`src/rtl/uart_top.sv`:
```
// UART transmitter/receiver pair on one clock: 8N1 framing, LSB first, line idles high.
// Optional feature: define UART_PARITY_EN for an even parity bit between data and stop.
module uart_top #(
  parameter int CLK_FREQ  = 1_000_000,
  parameter int BAUD_RATE = 9600
) (
  input  logic       clk_i,
  input  logic       rst_i,
  input  logic       start_i,
  input  logic [7:0] txin_i,
  output logic       tx_o,
  input  logic       rx_i,
  output logic [7:0] rxout_o,
  output logic       rxdone_o,
  output logic       txdone_o
);

  localparam int CLKS_PER_BIT = CLK_FREQ / BAUD_RATE;
  localparam int CW = $clog2(CLKS_PER_BIT + 1);
  localparam logic [CW-1:0] BIT_LAST  = CW'(CLKS_PER_BIT - 1);
  localparam logic [CW-1:0] HALF_LAST = CW'(CLKS_PER_BIT / 2 - 1);

  typedef enum logic [2:0] {
    TX_IDLE, TX_START, TX_DATA, TX_PAR, TX_STOP, TX_DONE
  } tx_state_e;

  typedef enum logic [2:0] {
    RX_IDLE, RX_START, RX_DATA, RX_PAR, RX_STOP
  } rx_state_e;

  tx_state_e       tx_state_q, tx_state_d;
  logic [CW-1:0]   tx_cnt_q, tx_cnt_d;
  logic [2:0]      tx_idx_q, tx_idx_d;
  logic [7:0]      tx_data_q, tx_data_d;
  logic            tx_q, tx_d;
  logic            txdone_q, txdone_d;

  rx_state_e       rx_state_q, rx_state_d;
  logic [CW-1:0]   rx_cnt_q, rx_cnt_d;
  logic [2:0]      rx_idx_q, rx_idx_d;
  logic [7:0]      rx_shift_q, rx_shift_d;
  logic [7:0]      rxout_q, rxout_d;
  logic            rxdone_q, rxdone_d;
  logic            rx_meta_q, rx_sync_q;
  logic            rx_par_ok;

  always_ff @(posedge clk_i) begin
    if (rst_i) begin
      tx_state_q <= TX_IDLE;
      tx_cnt_q   <= '0;
      tx_idx_q   <= 3'd0;
      tx_data_q  <= 8'h00;
      tx_q       <= 1'b1;
      txdone_q   <= 1'b0;
    end else begin
      tx_state_q <= tx_state_d;
      tx_cnt_q   <= tx_cnt_d;
      tx_idx_q   <= tx_idx_d;
      tx_data_q  <= tx_data_d;
      tx_q       <= tx_d;
      txdone_q   <= txdone_d;
    end
  end

  // tx_d is the line level for the state being entered, so tx_o is glitch-free and registered
  always_comb begin
    tx_state_d = tx_state_q;
    tx_cnt_d   = tx_cnt_q;
    tx_idx_d   = tx_idx_q;
    tx_data_d  = tx_data_q;
    tx_d       = tx_q;
    txdone_d   = 1'b0;
    case (tx_state_q)
      TX_IDLE: begin
        tx_d     = 1'b1;
        tx_cnt_d = '0;
        if (start_i) begin
          tx_data_d  = txin_i;
          tx_d       = 1'b0;
          tx_state_d = TX_START;
        end else begin
          tx_state_d = TX_IDLE;
        end
      end
      TX_START: begin
        if (tx_cnt_q == BIT_LAST) begin
          tx_cnt_d   = '0;
          tx_idx_d   = 3'd0;
          tx_d       = tx_data_q[0];
          tx_state_d = TX_DATA;
        end else begin
          tx_cnt_d = tx_cnt_q + CW'(1);
        end
      end
      TX_DATA: begin
        if (tx_cnt_q == BIT_LAST) begin
          tx_cnt_d = '0;
          if (tx_idx_q == 3'd7) begin
`ifdef UART_PARITY_EN
            tx_d       = ^tx_data_q;
            tx_state_d = TX_PAR;
`else
            tx_d       = 1'b1;
            tx_state_d = TX_STOP;
`endif
          end else begin
            tx_idx_d = tx_idx_q + 3'd1;
            tx_d     = tx_data_q[tx_idx_d];
          end
        end else begin
          tx_cnt_d = tx_cnt_q + CW'(1);
        end
      end
      TX_PAR: begin
        if (tx_cnt_q == BIT_LAST) begin
          tx_cnt_d   = '0;
          tx_d       = 1'b1;
          tx_state_d = TX_STOP;
        end else begin
          tx_cnt_d = tx_cnt_q + CW'(1);
        end
      end
      TX_STOP: begin
        if (tx_cnt_q == BIT_LAST) begin
          tx_cnt_d   = '0;
          txdone_d   = 1'b1;
          tx_state_d = TX_DONE;
        end else begin
          tx_cnt_d = tx_cnt_q + CW'(1);
        end
      end
      TX_DONE: begin
        tx_d       = 1'b1;
        tx_cnt_d   = '0;
        tx_state_d = TX_IDLE;
      end
      default: begin
        tx_d       = 1'b1;
        tx_cnt_d   = '0;
        tx_state_d = TX_IDLE;
      end
    endcase
  end

`ifdef UART_PARITY_EN
  logic rx_perr_q, rx_perr_d;

  always_ff @(posedge clk_i) begin
    if (rst_i) begin
      rx_perr_q <= 1'b0;
    end else begin
      rx_perr_q <= rx_perr_d;
    end
  end

  // Parity error is latched and the frame is dropped only at the stop bit, keeping RX in step with the line
  always_comb begin
    rx_perr_d = rx_perr_q;
    if (rx_state_q == RX_PAR && rx_cnt_q == BIT_LAST) begin
      rx_perr_d = rx_sync_q ^ (^rx_shift_q);
    end else begin
      rx_perr_d = rx_perr_q;
    end
  end

  assign rx_par_ok = ~rx_perr_q;
`else
  assign rx_par_ok = 1'b1;
`endif

  always_ff @(posedge clk_i) begin
    if (rst_i) begin
      rx_meta_q  <= 1'b1;
      rx_sync_q  <= 1'b1;
      rx_state_q <= RX_IDLE;
      rx_cnt_q   <= '0;
      rx_idx_q   <= 3'd0;
      rx_shift_q <= 8'h00;
      rxout_q    <= 8'h00;
      rxdone_q   <= 1'b0;
    end else begin
      rx_meta_q  <= rx_i;
      rx_sync_q  <= rx_meta_q;
      rx_state_q <= rx_state_d;
      rx_cnt_q   <= rx_cnt_d;
      rx_idx_q   <= rx_idx_d;
      rx_shift_q <= rx_shift_d;
      rxout_q    <= rxout_d;
      rxdone_q   <= rxdone_d;
    end
  end

  // Half-bit wait after the falling edge aligns all later samples to bit centres
  always_comb begin
    rx_state_d = rx_state_q;
    rx_cnt_d   = rx_cnt_q;
    rx_idx_d   = rx_idx_q;
    rx_shift_d = rx_shift_q;
    rxout_d    = rxout_q;
    rxdone_d   = 1'b0;
    case (rx_state_q)
      RX_IDLE: begin
        rx_cnt_d = '0;
        if (!rx_sync_q) begin
          rx_state_d = RX_START;
        end else begin
          rx_state_d = RX_IDLE;
        end
      end
      RX_START: begin
        if (rx_cnt_q == HALF_LAST) begin
          rx_cnt_d   = '0;
          rx_idx_d   = 3'd0;
          rx_state_d = rx_sync_q ? RX_IDLE : RX_DATA;
        end else begin
          rx_cnt_d = rx_cnt_q + CW'(1);
        end
      end
      RX_DATA: begin
        if (rx_cnt_q == BIT_LAST) begin
          rx_cnt_d   = '0;
          rx_shift_d = {rx_sync_q, rx_shift_q[7:1]};
          if (rx_idx_q == 3'd7) begin
`ifdef UART_PARITY_EN
            rx_state_d = RX_PAR;
`else
            rx_state_d = RX_STOP;
`endif
          end else begin
            rx_idx_d = rx_idx_q + 3'd1;
          end
        end else begin
          rx_cnt_d = rx_cnt_q + CW'(1);
        end
      end
      RX_PAR: begin
        if (rx_cnt_q == BIT_LAST) begin
          rx_cnt_d   = '0;
          rx_state_d = RX_STOP;
        end else begin
          rx_cnt_d = rx_cnt_q + CW'(1);
        end
      end
      RX_STOP: begin
        if (rx_cnt_q == BIT_LAST) begin
          rx_cnt_d   = '0;
          rx_state_d = RX_IDLE;
          if (rx_sync_q && rx_par_ok) begin
            rxout_d  = rx_shift_q;
            rxdone_d = 1'b1;
          end else begin
            rxdone_d = 1'b0;
          end
        end else begin
          rx_cnt_d = rx_cnt_q + CW'(1);
        end
      end
      default: begin
        rx_cnt_d   = '0;
        rx_state_d = RX_IDLE;
      end
    endcase
  end

  assign tx_o     = tx_q;
  assign txdone_o = txdone_q;
  assign rxout_o  = rxout_q;
  assign rxdone_o = rxdone_q;

endmodule

```
`config.mk`:
```
export PLATFORM = sky130hd
export DESIGN_NAME = uart_top
export DESIGN_NICKNAME = d
export VERILOG_FILES = /design/src/rtl/uart_top.sv
export SDC_FILE = /design/constraint.sdc
export NUM_CORES = 1
export LEC_CHECK = 0
export CAP_MARGIN = 10
export CORE_ASPECT_RATIO = 0.9
export CORE_MARGIN = 4
export CORE_UTILIZATION = 35
export DETAILED_ROUTE_END_ITERATION = 8
export GPL_TIMING_DRIVEN = 0
export PLACE_DENSITY = 0.57
export SKIP_CTS_REPAIR_TIMING = 1
export SLEW_MARGIN = 0
export SYNTH_ARGS = -nofsm -noshare
export SYNTH_HDL_FRONTEND = slang
export SYNTH_SLANG_ARGS = --single-unit
```
`constraint.sdc`:
```
create_clock -name clk_i -period 2.25 [get_ports clk_i]
set_input_delay 0.45 -clock clk_i [delete_from_list [all_inputs] [get_ports clk_i]]
set_output_delay 0.45 -clock clk_i [all_outputs]
set_load 0.05 [all_outputs]
```
==> impl_metrics.tcl, run 1 <==
set metrics [dict create \
    switching_power_mw 0.419 \
    synth-async-reset-ratio 0 \
    swShare 0.232 \
    drt-vias-per-instance 4.84 \
    drc_errors 0 \
    grtUsageTotal 0.118 \
    ys_top_cells_by_count "55 x dfxtp_1, 40 x nor2_1, 30 x nand2_1" \
    slew_violations 0 \
    clock_sink_count 55 \
    maxSlewHeadroom 0.455 \
    wl_per_cell_um 11.7 \
    fin_nets 308 \
    p_int_mw 1.39 \
    synth_seq_cells 55 \
    grt_pass1_wl_mm 7.91 \
    netlist_area_um2 2440 \
    crit_type "flip-flop to flip-flop" \
    path_clk_slew_ps 100 \
    r2r-start "rx_cnt_q[0]$_SDFF_PP0_" \
    vdd_drop_max_mv 0.308 \
    cts_buffer_depth 2 \
    reg2reg_depth 6 \
    synth_ff_type "dfxtp_1" \
    crit_end "rx_cnt_q[4]$_SDFF_PP0_" \
    dr_wl_met3_um 157 \
    setup_viol 0 \
    syn_to_final_growth_pct 18.0 \
    postPlaceCellArea_um2 2760 \
    drive_gt1_frac 0.120 \
    overflow 0 \
    skew_ps 7.41 \
    hold_viol 0 \
    leakage_nw 1.12 \
    cts_buffers 5 \
    pin_count 23 \
    dieHeight_um 87.2 \
    dp_hpwl_mm 3.18 \
    clkPwrFrac 0.374 \
    synth_top_area_share 0.452 \
    r2r_setup_slack_ps 290 \
    crit_path_start "rx_cnt_q[0]$_SDFF_PP0_" \
    antenna_cells 0 \
    avgSynthCellArea_um2 9.30 \
    cts-root-buf "clkbuf_8" \
    place_ws_ps 267 \
    layout_setup_ws_ps 285 \
    highest_layer "met4" \
    cts_max_level 2 \
    period_share 0.873 \
    antenna_found_initial 0 \
    wl_met1_mm 2.32 \
    tns_ps 0 \
    p_seq_frac 0.560 \
    syn_nets 280 \
    coreArea_um2 6660 \
    critPathLaunchType "flip-flop" \
    die_w_um 96.0 \
    portBuffers 21 \
    whs_ps 423 \
    rr_endpoint "rx_cnt_q[4]$_SDFF_PP0_" \
    p_per_area_nw_per_um2 627 \
    ys_seq_area_frac 0.452 \
    maxCapViolCount 0 \
    dr.first_iter.drc_count 83 \
    clkLatencyLatePin_ps 310 \
    dieArea_um2 8360 \
    ys.warnings.count 0 \
    synth_most_common_cell "dfxtp_1" \
    yosys.area.top_type "dfxtp_1" \
    synth_edf_count 0 \
    wl_met2_mm 1.92 \
    cp.required_ps 2430 \
    firstDrtPassIters 4 \
    fin_crit_ps 1960 \
    synthTopCellsByArea "dfxtp_1 45%, mux2i_1 6.6%, nor2_1 6.2%" \
    gp_congestion 0.787 \
    min_path_cells 1 \
    grt_max_degree 19 \
    power_frac_comb 0.066 \
    crit_path_max_fanout 6 \
    initial_core_util 0.366 \
    drt_wl_total_mm 4.47 \
    design_area_um2 2880 \
    rsz0062_at_grt "no" \
    worst_pin_slew_ps 813 \
    worstPathArrival_ps 2140 \
    hold_path_class "flip-flop to flip-flop" \
    fmax_ghz 0.509 \
    ant_nets 0 \
    outcome "finished, final reports clean" \
    final_util 0.432 \
    syn_inst 262 \
    yosysUniqueCellTypes 52 \
    end_kind "flip-flop" \
    grt_pass1_vias 1752 \
    row_count 28 \
    cts_tree "yes" \
    vias 1843 \
]
-- layout by cell type (no fill, tap or decap), drive strengths merged, types with 4 or more instances in the layout --
cell,instances
dfxtp,55
nor2,41
nand2,30
clkdlybuf4s50,21
a21oi,16
mux2i,16
inv,11
nand3,9
clkbuf,9
buf,8
xnor2,6
ha,6
xor2,5
or2,5
nor3b,4
-- layer usage --
layer	up-vias	track usage
li1	964	-
met1	848	0.165
met2	25	0.174
met3	6	0.0346
met4	0	0.0388
met5	-	0
-- how the worst min path moves through the flow --
| stage | start | end | slack (ps) |
|---|---|---|---|
| floorplan | rx_meta_q$_SDFF_PP1_ | rx_sync_q$_SDFF_PP1_ | 390 |
| global placement | rx_meta_q$_SDFF_PP1_ | rx_sync_q$_SDFF_PP1_ | 390 |
| detailed placement | rx_meta_q$_SDFF_PP1_ | rx_sync_q$_SDFF_PP1_ | 400 |
| CTS | rx_meta_q$_SDFF_PP1_ | rx_sync_q$_SDFF_PP1_ | 430 |
| global route | rx_meta_q$_SDFF_PP1_ | rx_sync_q$_SDFF_PP1_ | 460 |
| finish | rx_meta_q$_SDFF_PP1_ | rx_sync_q$_SDFF_PP1_ | 420 |
-- worst max-delay path, cell delays in order (launching register included) --
cell and delay (ps):
dfxtp_1 370, ha_1 240, and4b_1 210, buf_4 150, nand2_1 90, a311oi_1 660
nor2_1 110
-- cell type report --
| type | instances | area (um2) |
|---|---|---|
| inverters | 10 | 37.5 |
| fillers | 690 | 3780 |
| plain buffers | 12 | 76.3 |
| flip-flops and latches | 55 | 1100 |
| multi-input cells | 185 | 1220 |
| repair buffers | 21 | 210 |
| well taps | 90 | 113 |
| clock buffers | 5 | 68.8 |
| clock inverters | 3 | 47.5 |
-- power by group through the flow --
stage               Combinational, mW  Sequential [mW]  Clock (mW)
floorplan                      0.0756             1.03           0
global placement                0.119             1.03           0
detailed placement              0.120             1.03           0
CTS                             0.121             1.01       0.697
global route                    0.133             1.01       0.730
finish                          0.119             1.01       0.675
-- state kept, by name, summed over array words and instances, names as in the netlist, 3 cells and up --
register	count
rx_state_q	3
rx_cnt_q	7
tx_data_q	8
rxout_o	8
tx_cnt_q	7
rx_idx_q	3
rx_shift_q	8
tx_idx_q	3
tx_state_q	3
-- through the flow --
stage          instances  power (mW)
2_1_floorplan        262        1.11
3_3_place_gp         373        1.15
3_5_place_dp         373        1.15
4_1_cts              381        1.83
5_1_grt              381        1.88
6_report             381        1.80
-- kinds of logic after synthesis --
kind of cell,count (synthesis),share of synthesized area
xor gates and xnor gates,11,0.0395
muxes,19,0.0888
and+or+nand+nor,113,0.242
adders and majority gates,6,0.0308
AOI/OAI and AO/OA,36,0.101
DFF,55,0.452
buffers and inverters,22,0.0467
No activity file was read; power rests on OpenSTA's default activity.
==> inputs of run 2 (changes only) <==
--- a/config.mk
+++ b/config.mk
@@ -6,10 +6,11 @@
 export NUM_CORES = 1
 export LEC_CHECK = 0
 export CAP_MARGIN = 10
-export CORE_ASPECT_RATIO = 0.9
+export CORE_ASPECT_RATIO = 0.75
 export CORE_MARGIN = 4
 export CORE_UTILIZATION = 35
 export DETAILED_ROUTE_END_ITERATION = 8
+export GPL_ROUTABILITY_DRIVEN = 0
 export GPL_TIMING_DRIVEN = 0
 export PLACE_DENSITY = 0.57
 export SKIP_CTS_REPAIR_TIMING = 1
==> run 2 against run 1 <==
Fmax decreased by 3.5%. Worst setup slack got worse by 71 ps. Non-clock buffer count unchanged. Critical path depth unchanged. Clock power increased by 1%. Design area decreased by 0.17%. Critical path type unchanged. Critical endpoint is now rx_cnt_q[5]$_SDFF_PP0_.
==> impl_metrics.tcl, run 2 (synthesis gave the netlist of run 1 again) <==
set metrics [dict create \
    end_kind "flip-flop" \
    rsz0062_at_grt "no" \
    firstDrtPassIters 4 \
    antenna_found_initial 0 \
    vias 1862 \
    dr.first_iter.drc_count 95 \
    initial_core_util 0.358 \
    critPathTopFamily "compound AO/OA/AOI/OAI gates" \
    grt_util_met3 0.0305 \
    crit_path_top_delay_cell "a311oi_1" \
    slew_violations 0 \
    final_common_cell "dfxtp_1" \
    leakage_nw 1.13 \
    vdd_drop_max_mv 0.291 \
    fin_crit_ps 2040 \
    met2_usage 0.178 \
    mostFrequentLayoutCells "55 x dfxtp_1, 40 x nor2_1, 30 x nand2_1, 21 x clkdlybuf4s50_1" \
    period_share 0.905 \
    portBuffers 21 \
    crit_buf_inv 1 \
    grt_max_degree 20 \
    tns_ps 0 \
    path_clk_slew_ps 110 \
    multi_input_area_um2 1220 \
    coreArea_um2 6800 \
    drt_wl_total_mm 4.61 \
    hold_path_class "flip-flop to flip-flop" \
    grt_pass1_wl_mm 8.05 \
    final_util 0.422 \
    grtUsageTotal 0.117 \
    setup_viol 0 \
    row_count 26 \
    outcome "finished, final reports clean" \
    design_area_um2 2870 \
    slowest_delay_ps 710 \
    grtUsageMet1 0.158 \
    cts_max_level 2 \
    top_usage_layer "met2" \
    antenna_cells 0 \
    worstPathArrival_ps 2200 \
    clkLatencyLatePin_ps 310 \
    cp.required_ps 2420 \
    dp_hpwl_mm 3.34 \
    cts-root-buf "clkbuf_8" \
    cts_buffers 5 \
    hold_viol 0 \
    dieHeight_um 80.3 \
    critPathLaunchType "flip-flop" \
    maxSlewHeadroom 0.409 \
    overflow 0 \
    seqCellArea_um2 1100 \
    cts_tree "yes" \
    crit_path_max_fanout 6 \
    fin_nets 308 \
    dieArea_um2 8380 \
    worst_pin_slew_ps 880 \
    postPlaceCellArea_um2 2750 \
    drc_errors 0 \
    pin_count 23 \
    wl_per_cell_um 12.3 \
    crit_chain "ha_1, and4b_1, buf_4, nand2_1, a311oi_1, nor2_1" \
    drt-vias-per-instance 4.97 \
    whs_ps 434 \
    die_w_um 104 \
    finalNonFillerCells 375 \
    grt_pass1_vias 1803 \
    placedCellCount 367 \
    n_fill_cell 657 \
    maxCapViolCount 0 \
    p_per_area_nw_per_um2 631 \
    ant_nets 0 \
    clock_sink_count 55 \
    crit_type "flip-flop to flip-flop" \
    drive_gt1_frac 0.120 \
    cts_buffer_depth 2 \
    fmax_ghz 0.491 \
    syn_to_final_growth_pct 17.8 \
    skew_ps 13.7 \
]
## run 2: cell types whose count changed in the layout (fill, tap and decap cells not counted), sizes merged
cell and change:
clkinv -1, inv +1
## run 2: metal layers
| layer | wire [um] | up-vias |
|---|---|---|
| li1 | - | 966 |
| met1 | 2410 | 851 |
| met2 | 1920 | 38 |
| met3 | 207 | 7 |
| met4 | 67 | 0 |
| met5 | 0 | - |
## run 2: report_power, final
part	switching (mW)	internal (mW)
Clock	0.339	0.344
Sequential	0.0158	0.993
Combinational	0.0656	0.0541
## run 2: path summary, 6_finish.rpt
path                           from                endpoint  slack [ps]  depth (start not counted)
max          rx_cnt_q[0]$_SDFF_PP0_  rx_cnt_q[5]$_SDFF_PP0_         210                          6
min            rx_meta_q$_SDFF_PP1_    rx_sync_q$_SDFF_PP1_         430                          1
min reg2reg    rx_meta_q$_SDFF_PP1_    rx_sync_q$_SDFF_PP1_         430                          1
max reg2reg  rx_cnt_q[0]$_SDFF_PP0_  rx_cnt_q[5]$_SDFF_PP0_         210                          6
## run 2: metrics by stage
stage / total power, mW / worst slack [ps]
finish: 1.81 / 214
global route: 1.91 / 58.1
CTS: 1.85 / 207
detailed placement: 1.15 / 224
global placement: 1.15 / 286
floorplan: 1.11 / 523
## run 2: cell type report
class / instances / area share
well taps: 84 / 0.0366
multi-input cells: 185 / 0.426
clock buffers: 5 / 0.0240
inverters: 10 / 0.0131
plain buffers: 12 / 0.0266
flip-flops and latches: 55 / 0.383
clock inverters: 3 / 0.0174
repair buffers: 21 / 0.0732
## run 2: worst reg2reg max path: stages, from the launching register on
cell and delay, ps:
dfxtp_1 370, ha_1 250, and4b_1 230, buf_4 150, nand2_1 100, a311oi_1 710, nor2_1 100
